===== config.mk =====
export PLATFORM = sky130hd
export DESIGN_NAME = uart_rx_fifo
export DESIGN_NICKNAME = d
export VERILOG_FILES = /design/src/rtl/uart_rx_fifo.sv
export SDC_FILE = /design/constraint.sdc
export NUM_CORES = 1
export LEC_CHECK = 0
export CAP_MARGIN = 0
export CORE_MARGIN = 2
export CORE_UTILIZATION = 35
export DETAILED_ROUTE_END_ITERATION = 12
export PLACE_DENSITY = 0.59
export SKIP_CTS_REPAIR_TIMING = 1
export SLEW_MARGIN = 0
export SYNTH_ARGS = -nofsm -noshare
export SYNTH_HDL_FRONTEND = slang
export SYNTH_SLANG_ARGS = --single-unit
export TNS_END_PERCENT = 30

===== constraint.sdc =====
create_clock -name Sample_clk -period 2.5 [get_ports Sample_clk]
set_input_delay 0.25 -clock Sample_clk [delete_from_list [all_inputs] [get_ports Sample_clk]]
set_output_delay 0.25 -clock Sample_clk [all_outputs]
set_load 0.05 [all_outputs]

===== src/rtl/uart_rx_fifo.sv =====
// uart_rx_fifo
// Receive-side buffer between the UART receiver and the host. Each completed
// receiver word (rising edge of the word-ready flag) is pushed, with its
// framing-error tag, into a small circular FIFO. The host reads through a
// show-ahead port. FIFO fullness is fed back to the receiver as host-not-ready.
//
// Optional feature macro: UART_RX_FIFO_ERR_TAG_EN
//   defined   : framing tag stored per entry, rd_err reflects the head word.
//   undefined : no tag storage, rd_err = 0, words with Error2 = 1 are discarded.
//
// Ports
//   Sample_clk          receiver sample clock, all state on rising edge
//   rst_b               asynchronous reset, active-high
//   Rx_datareg          receiver data word
//   read_not_ready_out  receiver word-ready flag (level, high while word held)
//   Error1              receiver host-not-ready error, sets overrun
//   Error2              receiver framing error for the current word
//   read_not_ready_in   to receiver, equals full
//   rd_en               host pop request
//   rd_data / rd_err    head entry and its framing tag (0 while empty)
//   empty / full        FIFO status
//   count               stored entries, 0..depth
//   overrun             sticky lost-word flag
//   clr_overrun         clears overrun (a same-cycle set wins)
module uart_rx_fifo #(
    parameter int word_size  = 8,
    parameter int depth_log2 = 2
) (
    input  logic                  Sample_clk,
    input  logic                  rst_b,
    input  logic [word_size-1:0]  Rx_datareg,
    input  logic                  read_not_ready_out,
    input  logic                  Error1,
    input  logic                  Error2,
    output logic                  read_not_ready_in,
    input  logic                  rd_en,
    output logic [word_size-1:0]  rd_data,
    output logic                  rd_err,
    output logic                  empty,
    output logic                  full,
    output logic [depth_log2:0]   count,
    output logic                  overrun,
    input  logic                  clr_overrun
);

    localparam int DEPTH = 1 << depth_log2;

    logic                  rdy_q;
    logic                  capture;
    logic                  push_req;
    logic                  push;
    logic                  pop;
    logic                  drop;
    logic [depth_log2-1:0] wr_ptr;
    logic [depth_log2-1:0] rd_ptr;
    logic [word_size-1:0]  mem [DEPTH];

    // One capture per word regardless of how long the flag stays high.
    assign capture = read_not_ready_out & ~rdy_q;

`ifdef UART_RX_FIFO_ERR_TAG_EN
    assign push_req = capture;
`else
    // Errored words are silently discarded when no tag storage exists.
    assign push_req = capture & ~Error2;
`endif

    // count never exceeds DEPTH, so its MSB alone marks the full state.
    assign full              = count[depth_log2];
    assign empty             = (count == '0);
    assign read_not_ready_in = full;

    assign pop  = rd_en & ~empty;
    // A pop on the same edge frees the slot being written into.
    assign push = push_req & (~full | pop);
    assign drop = push_req & full & ~pop;

    always_ff @(posedge Sample_clk or posedge rst_b) begin
        if (rst_b) begin
            rdy_q   <= 1'b1;  // flag already high at release is not captured
            wr_ptr  <= '0;
            rd_ptr  <= '0;
            count   <= '0;
            overrun <= 1'b0;
        end else begin
            rdy_q <= read_not_ready_out;
            if (push) wr_ptr <= wr_ptr + 1'b1;
            if (pop)  rd_ptr <= rd_ptr + 1'b1;
            case ({push, pop})
                2'b10:   count <= count + 1'b1;
                2'b01:   count <= count - 1'b1;
                default: count <= count;
            endcase
            if (drop | Error1)    overrun <= 1'b1;
            else if (clr_overrun) overrun <= 1'b0;
        end
    end

    // Storage needs no reset: the read port is masked while empty.
    always_ff @(posedge Sample_clk) begin
        if (push) mem[wr_ptr] <= Rx_datareg;
    end

    assign rd_data = empty ? '0 : mem[rd_ptr];

`ifdef UART_RX_FIFO_ERR_TAG_EN
    logic tag [DEPTH];

    always_ff @(posedge Sample_clk) begin
        if (push) tag[wr_ptr] <= Error2;
    end

    assign rd_err = empty ? 1'b0 : tag[rd_ptr];
`else
    assign rd_err = 1'b0;
`endif

endmodule


# After elaboration in Yosys (flattened, before gate mapping)

Memory sizes are Yosys's and may differ from the RTL's.
Index checks and enable logic that the tools add are counted.
W data, S select, Z words.

Input port bits: 15
Logic and storage cells: 34
RAM bits: 32
Memories: 1
Output and inout port bits: 16
Register bits after elaboration: 9

Memory list:

| memory | depth | bits a word | rd ports | clocked after Yosys merged registers in | write ports | line | source |
|---|---|---|---|---|---|---|---|
| mem    | 4     | 8           | 1        | 0                                       | 1           | 56   | `logic [word_size-1:0] mem [DEPTH];` |

Reduce and logical (&&, ||, !) cells: 3
Multiplexer cells: 6
Bitwise logic cells: 13
Equal/unequal tests: 2
$add $sub $neg: 4

Operators with widths:

| operator              | count |
|---|---|
| $mux W8               | 1 |
| $and A1 B1 Y1         | 6 |
| $pmux W3 S2           | 1 |
| $not A1 Y1            | 5 |
| $add A2 B1 Y2 const B | 2 |
| $mux W1               | 4 |
| $reduce_bool A2 Y1    | 2 |
| $add A3 B1 Y3 const B | 1 |
| $logic_not A3 Y1      | 1 |
| $sub A3 B1 Y3 const B | 1 |
| $eq A2 B1 Y1 const B  | 1 |
| $eq A2 B2 Y1 const B  | 1 |
| $or A1 B1 Y1          | 2 |

# Longest topological paths before layout

Depth in word-level cells: 7
Mapped depth: 9
Depth with buffers taken out: 9

# Worst setup path before layout

Ideal clock, no wire load.

Kind: register -> register
From: register count[2]
To: register count[2]
Setup slack: 0.407 ns
Cell stages (with the launch flop): 9
Required time: 2.354 ns
Arrival time: 1.946 ns
Library setup time: 0.146 ns
Path buffers: 0
Period minus slack after synthesis: 2.093 ns
Cells stage by stage: dfrtp_1 -> or3_1 -> and2_1 -> ha_1 -> inv_1 -> fa_1 -> xor2_1 -> nor2_1 -> xor2_1

Cells in the longest elaborated chain, start to end: 7
Elaborated cells on any way between the ends: 12
Classes of those cells: 2 x add/sub; 2 x eq/ne; 1 x mux; 5 x bitwise; 2 x reduce/logical

Ends and longest elaborated chain:

| element                                                  | line | source |
|---|---|---|
| from (decl)                                              | 41   | `output logic [depth_log2:0] count,` |
| from (signal assigned)                                   | 90   | `2'b10: count <= count + 1'b1;` |
| from (signal assigned)                                   | 91   | `2'b01: count <= count - 1'b1;` |
| from (signal assigned)                                   | 92   | `default: count <= count;` |
| $logic_not A3 Y1 *                                       | 70   | `assign empty = (count == '0);` |
| $not A1 Y1 *                                             | 73   | `assign pop = rd_en & ~empty;` |
| $and A1 B1 Y1 *                                          | 73   |  |
| named net pop                                            | 52   | `logic pop;` |
| $or A1 B1 Y1                                             | 75   | `assign push = push_req & (~full \| pop);` |
| $and A1 B1 Y1                                            | 75   |  |
| $eq A2 B1 Y1 / $eq A2 B2 Y1 (equally long branches)      | 89   | `case ({push, pop})` |
| $pmux W3 S2 / $reduce_bool A2 Y1 (equally long branches) | n/a  |  |

The timed path passes the listed nets; every way through them passes the cells marked *.
A chain may end at the register's enable or synchronous reset.

# Worst setup path after layout

From: register count[2]
To: output empty

Cells in the longest elaborated chain, start to end: 1

Ends and longest elaborated chain:

| element          | line | source |
|---|---|---|
| $logic_not A3 Y1 | 70   |  |
| to (decl)        | 39   | `output logic empty,` |

Every way passes these cells.

==> run_results.csv <==
group,metric,value,unit
sta,grt_setup_unrepaired,"no",
run_status,status,"finished clean",
critical_path,cp.arrival,2.08,ns
power_and_ir_drop,ir_drop,356,uV
cts,root_buffer,"clkbuf_8",
cts,clk_latency,0.29,ns
critical_path,crit_start,"count[2]$_DFFE_PP0P_",
critical_path,cp_num_cells,3,
sta,fin_crit_sh,0.934,
logic_synthesis,synth_compound_area_frac,0.00573,
finish,fin_nets,152,
critical_path,cp-start-kind,"flip-flop",
critical_path,cp_slowest_stage_delay,0.80,ns
routing,wl_per_cell,15.0,um
power_and_ir_drop,p_per_area,1230,nW/um^2
logic_synthesis,netlist_instances,99,
logic_synthesis,synth_nets,120,
critical_path,rr_worst_depth,8,
logic_synthesis,ys_seq_area_frac,0.680,
die,dieArea,5570,um^2
cts,cts_buffers,5,
finish,fill_cells,433,
critical_path,worstPathCellList,"or3_1, inv_1, clkdlybuf4s50_1",
critical_path,worstSetupPathType,"reg2out",
grt,grt_pass1_vias,891,
critical_path,cpLargestDelayFamily,"buffers and inverters",
logic_synthesis,synth_fa_ha_area_frac,0.0473,
logic_synthesis,synth_xor_area_frac,0.0301,
finish,multi_input_area,480,um^2
logic_synthesis,yosys.area.top_type_share,0.551,
place,io_buffers,29,
critical_path,crit_end,"empty",
grt,grt_antenna_before_repair,0,
routing,vias,873,
logic_synthesis,yosysWarnings,0,
cts,clk_path_buf_depth,2,
sta,fmax,428,MHz
finish,seq_area,1190,um^2
logic_synthesis,synth_edf_count,32,
grt,grt.total_usage,0.120,
sta,setup_viol,0,
finish,antennaDiodeCount,0,
finish,drive_above_1_share,0.227,
routing,drt-initial-drc-count,36,
die,rows,25,
logic_synthesis,yosys-top-cells-count,"edfxtp_1, and2_1, inv_1",
cts,numClockSinks,41,
place,pre_cts_slack,0.239,ns
logic_synthesis,synth_top_family_by_area,"multiplexers",
critical_path,path_max_fanout,6,
sta,final.setup.tns,0,ns
logic_synthesis,synth-simple-area-share,0.0746,
sta,skew,0.00607,ns
critical_path,crit_path_top_delay_cell,"clkdlybuf4s50_1",
routing,vias_per_cell,4.39,
logic_synthesis,yosysMostFrequentCell,"edfxtp_1",
die,dieHeight,74.6,um
place,gp_congestion,0.663,
critical_path,r2r_start,"count[2]$_DFFE_PP0P_",
critical_path,worstPathRequired,2.25,ns
routing,first_pass_iters,6,
grt,grt_overflow,0,
sta,max_slew.worst_pin.slew,0.514,ns
die,core,4750,um^2
flow_run,cap_violations,0,
die,initial_core_util,0.367,
finish,layout-area-overhead-vs-synth,25.2,%
grt,grt_max_degree,15,
cts,h-tree-depth,2,
sta,relSlewSlack,0.656,
critical_path,regToRegEndpoint,"count[2]$_DFFE_PP0P_",
sta,finalMaxSlewViolations,0,
power_and_ir_drop,leakagePower,0.806,nW
die,die_w,74.6,um
critical_path,crit_buf_inv,2,
place,dpl_cell_area,2070,um^2
routing,ant_nets,0,
logic_synthesis,yosys.area.top_type,"edfxtp_1",
sta,period_needed,2.33,ns
logic_synthesis,syn-mean-instance-area,17.6,um^2
critical_path,crit_path_end_kind,"output port",
sta,hold_viol_final,0,
cts,path_clk_slew,0.08,ns
routing,drc,0,
logic_synthesis,synth_area_leaders,"edfxtp_1, dfrtp_1, mux4_2, and2_1, ha_1",
finish,postLayoutCellArea,2190,um^2
place,hpwl,2040,um
logic_synthesis,ys.flop_type,"edfxtp_1",
logic_synthesis,synthArstFlopShare,0.220,
logic_synthesis,synth_cell_types,24,
sta,setup_ws,0.166,ns
hold_path,hp-class,"in2async",
routing,drt_wl_total,2990,um
logic_synthesis,synth.cell_area,1750,um^2
critical_path,reg2reg_slack,0.48,ns
logic_synthesis,ys_ff_latch,41,
die,io_pins,31,
cts,cts_tree,"built",
logic_synthesis,muxShareOfSynthArea,0.115,
grt,grt_pass1_wl,4560,um
-- per-stage QoR --
stage	util	cells	total power, mW	hold slack, ns
2_1_floorplan	-	99	1.86	0.0772
3_3_place_gp	0.436	191	2.18	0.504
4_1_cts	0.460	199	2.73	0.239
3_5_place_dp	0.436	191	2.20	0.502
6_report	0.460	199	2.70	0.234
5_1_grt	0.460	199	2.84	0.265
-- how the worst min path moves through the flow --
stage	startpoint	to	cells past startpoint
finish	rst_b	count[2]$_DFFE_PP0P_	2
global route	rst_b	count[2]$_DFFE_PP0P_	2
CTS	rst_b	count[2]$_DFFE_PP0P_	2
detailed placement	overrun$_DFFE_PP0P_	overrun$_DFFE_PP0P_	1
global placement	count[0]$_DFFE_PP0P_	count[0]$_DFFE_PP0P_	1
floorplan	rst_b	count[0]$_DFFE_PP0P_	1
-- metal layers --
metal	wire, um	track usage	vias up	share of wire
met5	0	0	-	0
met4	61	0.0595	0	0.020
met3	114	0.0375	5	0.038
met2	1480	0.184	20	0.50
met1	1330	0.156	434	0.45
li1	-	-	414	-
-- placed cells by master, fill, tap and decap left out, drive strengths merged, types with 3 or more instances in the layout --
cell type and count:
dfrtp 8, ha 5, xor2 3, inv 9, xnor2 3, edfxtp 32
clkdlybuf4s50 21, clkbuf 5, buf 10, and2 13, mux4 8
-- power by group --
part | total, mW | switching, mW | internal, mW
sequential | 0.935 | 0.110 | 0.825
combinational | 1.23 | 0.750 | 0.481
clock | 0.533 | 0.234 | 0.299
total | 2.70 | 1.09 | 1.60
-- layout make-up --
type,instances,area share
Sequential cell,41,0.543
Multi-Input combinational cell,43,0.220
Timing Repair Buffer,31,0.131
Tap cell,67,0.0384
Clock buffer,5,0.0315
Clock inverter,3,0.0212
Inverter,9,0.0155
-- state kept, by name, summed over array words and instances (netlist names) --
name / count
wr_ptr: 2
rdy_q: 1
overrun: 1
mem: 32
count: 3
rd_ptr: 2
-- logic make-up after synthesis --
group / count (synthesis)
DFF: 41
and+or+nand+nor: 19
buffers and inverters: 15
muxes: 10
adders and majority gates: 6
xor gates and xnor gates: 6
other: 1
AOI/OAI and AO/OA: 1
No activity file was read; power rests on OpenSTA's default activity.
==> variant 1, RTL diff (config.mk and constraints unchanged) <==
Add a define of `UART_RX_FIFO_ERR_TAG_EN`.
--- a/src/rtl/uart_rx_fifo.sv
+++ b/src/rtl/uart_rx_fifo.sv
@@ -22,6 +22,8 @@
 //   count               stored entries, 0..depth
 //   overrun             sticky lost-word flag
 //   clr_overrun         clears overrun (a same-cycle set wins)
+`define UART_RX_FIFO_ERR_TAG_EN
+
 module uart_rx_fifo #(
     parameter int word_size  = 8,
     parameter int depth_log2 = 2
Function: changed (a bounded check fails within 4 cycles, from zero or initial values and one cycle with rst_b high).
==> variant 1 against the original RTL <==
Design area increased by 8.2%; worst setup slack improved by 0.11 ns; synthesized cell count rose by 5.1%; hold slack lost 0.026 ns; power grew 9.9%; first-iteration DRC count decreased by 2.8%; maximum frequency is 5.1% higher; critical path type unchanged; sequential cell count up 4; wire length rose by 12%; global-route usage is 0.20 points higher; non-clock buffer count grew 1; highest routed layer unchanged; area after synthesis rose by 11%; largest power group unchanged.
==> variant 1: results (changes against the original RTL) <==
[min_path]
hold_class=in -> async

[setup_path]
worst_path_largest_cell_delay_ns=0.57  ; -0.23 ns
critPathMaxFanout=6  ; unchanged
path_delay_family=flip-flops
cp.arrival_ns=1.97  ; -0.11 ns
crit_slowest_cell=dfrtp_1

[global_route]
grt_max_degree=15  ; unchanged
grt_usage=0.1222  ; +0.001998
grt_pass1_vias=1092  ; +23%
antenna_found_initial=0  ; unchanged
grt_first_pass_wirelength_um=5506  ; +21%
grt_util_met1=0.1421  ; -0.01430
grtUsageMet2=0.2043  ; +0.02044
grtUsageMet3=0.03908  ; +0.001597

[route]
routed_via_density=4.512  ; +2.8%
drt-pass1-iter-count=4  ; -2
first_iter_violations=35  ; -2.8%
wl_per_cell_um=15.83  ; +5.4%

[cells_and_area]
nNetsFinal=159  ; +4.6%
n_antenna_cell=0  ; unchanged
reg_top3=mem x32, tag x4, count x3
layout-drive-gt1-share=0.2806  ; +0.05330

[placement]
place_ws_ns=0.1917  ; -0.04773 ns
dpl.hpwl_um=2211  ; +8.2%
place.gp.congestion=0.7043  ; +6.2%
port_buffers=30  ; +3.4%

[pwr]
p_seq_frac=0.356  ; +0.010
power.internal_uw=1721  ; +7.3%
p_leak_uw=0.0008921  ; +11%
ir_drop_mv=0.9518  ; +170%
pwr-share-clk=0.147  ; -0.051

[clock_network]
cts_root_buf=clkbuf_8
clk_pin_slew_ns=0.08  ; about the same
htreeDepth=2  ; unchanged
numCtsBuffers=5  ; unchanged
clk_path_buf_depth=2  ; unchanged
clk_latency_ns=0.30

[yosys]
ys_seq_area_frac=0.6764  ; -0.003911
yosys_warnings=0  ; unchanged
synthTopCellsByArea=edfxtp_1, dfrtp_1, mux4_2
synthTopCellsByCount=edfxtp_1, dfrtp_1, inv_1, mux4_2, nor2b_4
synth_cell_type_count=25  ; +4.2%
async_flop_share=0.2000  ; -0.01951
ys.flop_type=edfxtp_1
synth_nets=125  ; +4.2%
synth_enable_flop_cells=36  ; +13%

[timing]
finClkSkew_ns=0.004804  ; -0.001262 ns
tightest_slew_ns=0.5430  ; +0.02926 ns

[status]
status=completed

-- variant 1: changes by cell type after synthesis, sizes merged, moves of 2 or more --
cell,delta
and2,-9
edfxtp,+4
nand2b,+2
nor2b,+9
-- variant 1: layout make-up --
class,instances,area (um^2)
timing repair buffer,32,290.3
sequential,45,1308
clock inverter,3,17.52
clock buffer,5,68.82
multi-input combinational,46,561.8
fill,478,3039
tap,72,90.09
inverter,8,30.03
-- variant 1: cell families after synthesis --
family / count (synthesis) / share of synthesized area
and+or+nand+nor: 21 / 0.09514
muxes: 11 / 0.1178
adders and majority gates: 6 / 0.04272
xor gates and xnor gates: 6 / 0.02718
AOI/OAI and AO/OA: 2 / 0.005173
DFF: 45 / 0.6764
buffers and inverters: 13 / 0.03560
-- variant 1: path summary, 6_finish.rpt --
path                                     from   endpoint  slack (ns)  depth (start not counted)
hold / removal                          rst_b  rd_ptr[0]        0.21                          2
min in group Sample_clk    read_not_ready_out      rdy_q        0.40                          1
setup reg to reg                        rdy_q   count[2]        0.43                          9
hold reg to reg                       overrun    overrun        0.52                          2
max in group asynchronous               rst_b      rdy_q        1.99                          2
setup / recovery                    rd_ptr[0]     rd_err        0.28                          4
-- variant 1: stage by stage --
stage / power [uW] / util / cell area, um^2 / cells
finish: 2965 / 0.4377 / 2366 / 211
global placement: 2546 / 0.4218 / 2280 / 203
detailed placement: 2568 / 0.4218 / 2280 / 203
global route: 3133 / 0.4377 / 2366 / 211
floorplan: 2189 / - / 1933 / 104
CTS: 3011 / 0.4377 / 2366 / 211
-- variant 1: per-layer routing --
metal / part of all wire / up-vias
li1: - / 438
met1: 0.44 / 484
met2: 0.50 / 26
met3: 0.053 / 4
met4: 0.012 / 0
met5: 0 / -
==> variant 2, RTL diff (config.mk and constraints unchanged) <==
Made on the original files. Register the output `count` once more, without a reset; this adds one clock of latency there. The other outputs are not delayed to match.
--- a/src/rtl/uart_rx_fifo.sv
+++ b/src/rtl/uart_rx_fifo.sv
@@ -45,6 +45,8 @@
 
     localparam int DEPTH = 1 << depth_log2;
 
+    logic [depth_log2:0] count_s0;
+
     logic                  rdy_q;
     logic                  capture;
     logic                  push_req;
@@ -66,8 +68,8 @@
 `endif
 
     // count never exceeds DEPTH, so its MSB alone marks the full state.
-    assign full              = count[depth_log2];
-    assign empty             = (count == '0);
+    assign full              = count_s0[depth_log2];
+    assign empty             = (count_s0 == '0);
     assign read_not_ready_in = full;
 
     assign pop  = rd_en & ~empty;
@@ -80,16 +82,16 @@
             rdy_q   <= 1'b1;  // flag already high at release is not captured
             wr_ptr  <= '0;
             rd_ptr  <= '0;
-            count   <= '0;
+            count_s0 <= '0;
             overrun <= 1'b0;
         end else begin
             rdy_q <= read_not_ready_out;
             if (push) wr_ptr <= wr_ptr + 1'b1;
             if (pop)  rd_ptr <= rd_ptr + 1'b1;
             case ({push, pop})
-                2'b10:   count <= count + 1'b1;
-                2'b01:   count <= count - 1'b1;
-                default: count <= count;
+                2'b10:   count_s0 <= count_s0 + 1'b1;
+                2'b01:   count_s0 <= count_s0 - 1'b1;
+                default: count_s0 <= count_s0;
             endcase
             if (drop | Error1)    overrun <= 1'b1;
             else if (clr_overrun) overrun <= 1'b0;
@@ -115,5 +117,9 @@
     assign rd_err = 1'b0;
 `endif
 
+    always_ff @(posedge Sample_clk) begin
+        count <= count_s0;
+    end
+
 endmodule
 
Formal check against the unedited RTL: not equivalent (a bounded check fails within 4 cycles, from zero or initial values and one cycle with rst_b high).
==> variant 2 against the original RTL <==
Design area rose by 1.8%; worst setup slack improved by 0.29 ns; wire length fell by 5.8%; first-iteration DRC count fell by 25%; sequential cell count rose by 3; power fell by 0.52%; area after synthesis rose by 3.0%; critical path depth rose by 1; largest cell class unchanged.
==> variant 2: results (changes against the original RTL) <==
[timing]
finClkSkew_ns=0.007122  ; +0.001056 ns
tightest_slew_ns=0.5030  ; -0.01081 ns

[route]
first_iter_violations=27  ; -25%
met2_length_um=1415  ; -4.5%
totalWireLength_um=2816  ; -5.8%
wl_per_cell_um=13.74  ; -8.5%

[pwr]
p_leak_uw=0.0008294  ; +2.9%
pwr-share-comb=0.463  ; +0.007
pwr-share-clk=0.166  ; -0.032
p_sw_frac=0.4033  ; -0.002143
ir_drop_mv=0.4769  ; +34%

[yosys]
synth_cell_type_count=25  ; +4.2%
synth_cells=101  ; +2.0%
ys_ff_latch=44  ; +7.3%

[global_route]
grt_usage=0.1131  ; -0.007028
grt_max_degree=14  ; -1
grt_pass1_vias=963  ; +8.1%

[setup_path]
worst_path_largest_cell_delay_ns=0.52  ; -0.28 ns
startpoint=rd_ptr[0]
crit_slowest_cell=mux4_2
reg2reg_from=count_s0[2]

[placement]
dpl.hpwl_um=1956  ; -4.3%
place_ws_ns=0.2323  ; -0.007135 ns
dpl-instance-area_um2=2132  ; +3.0%
dp.cells=197  ; +3.1%

[status]
status=completed

[cells_and_area]
nFillCells=451  ; +4.2%
nNetsFinal=155  ; +2.0%

## variant 2: cell types whose count changed in the layout (fill, tap and decap cells not counted)
| cell | before | now |
|---|---|---|
| dfxtp_1 | 0 | 3 |
| clkinv_2 | 0 | 2 |
| buf_4 | 10 | 11 |
| bufinv_16 | 1 | 0 |
| clkbuf_8 | 5 | 6 |
| clkdlybuf4s50_1 | 21 | 20 |
| clkinv_4 | 1 | 0 |
| clkinvlp_4 | 1 | 0 |
## variant 2: worst max-delay path: cells and delay by family (launching register included)
kind	cells	cell delay [ns]
muxes	1	0.52
buffers and inverters	2	0.41
DFF	1	0.39
and+or+nand+nor	1	0.17
## variant 2: per-layer routing
layer | GRT usage | up-vias
li1 | - | 418
met1 | 0.1402 | 449
met2 | 0.1787 | 20
met3 | 0.03836 | 6
met4 | 0.05458 | 0
met5 | 0 | -
## variant 2: worst paths after layout
kind	end	slack, ns	cells after the start
max in group asynchronous	rdy_q	1.99	2
min in group Sample_clk	rdy_q	0.38	1
max reg2reg	count_s0[2]	0.55	8
max	rd_data[3]	0.46	4
min reg2reg	count[1]	0.42	0
min	overrun	0.22	2
## variant 2: layout make-up
cell class / count / area (um^2) / area share
timing repair buffer: 31 / 282.8 / 0.1271
tap: 70 / 87.58 / 0.03937
inverter: 9 / 33.78 / 0.01519
clock buffer: 6 / 82.58 / 0.03712
sequential: 44 / 1247 / 0.5607
multi-input combinational: 43 / 480.5 / 0.2160
clock inverter: 2 / 10.01 / 0.004499
## variant 2: cell families after synthesis
group	after synthesis	synth area share
flops	44	0.6938
simple gates	19	0.07238
buf+inv	14	0.03896
mux	10	0.1120
fa+ha+maj	6	0.04593
xor+xnor	6	0.02923
other cells	1	0.002086
compound gates	1	0.005567
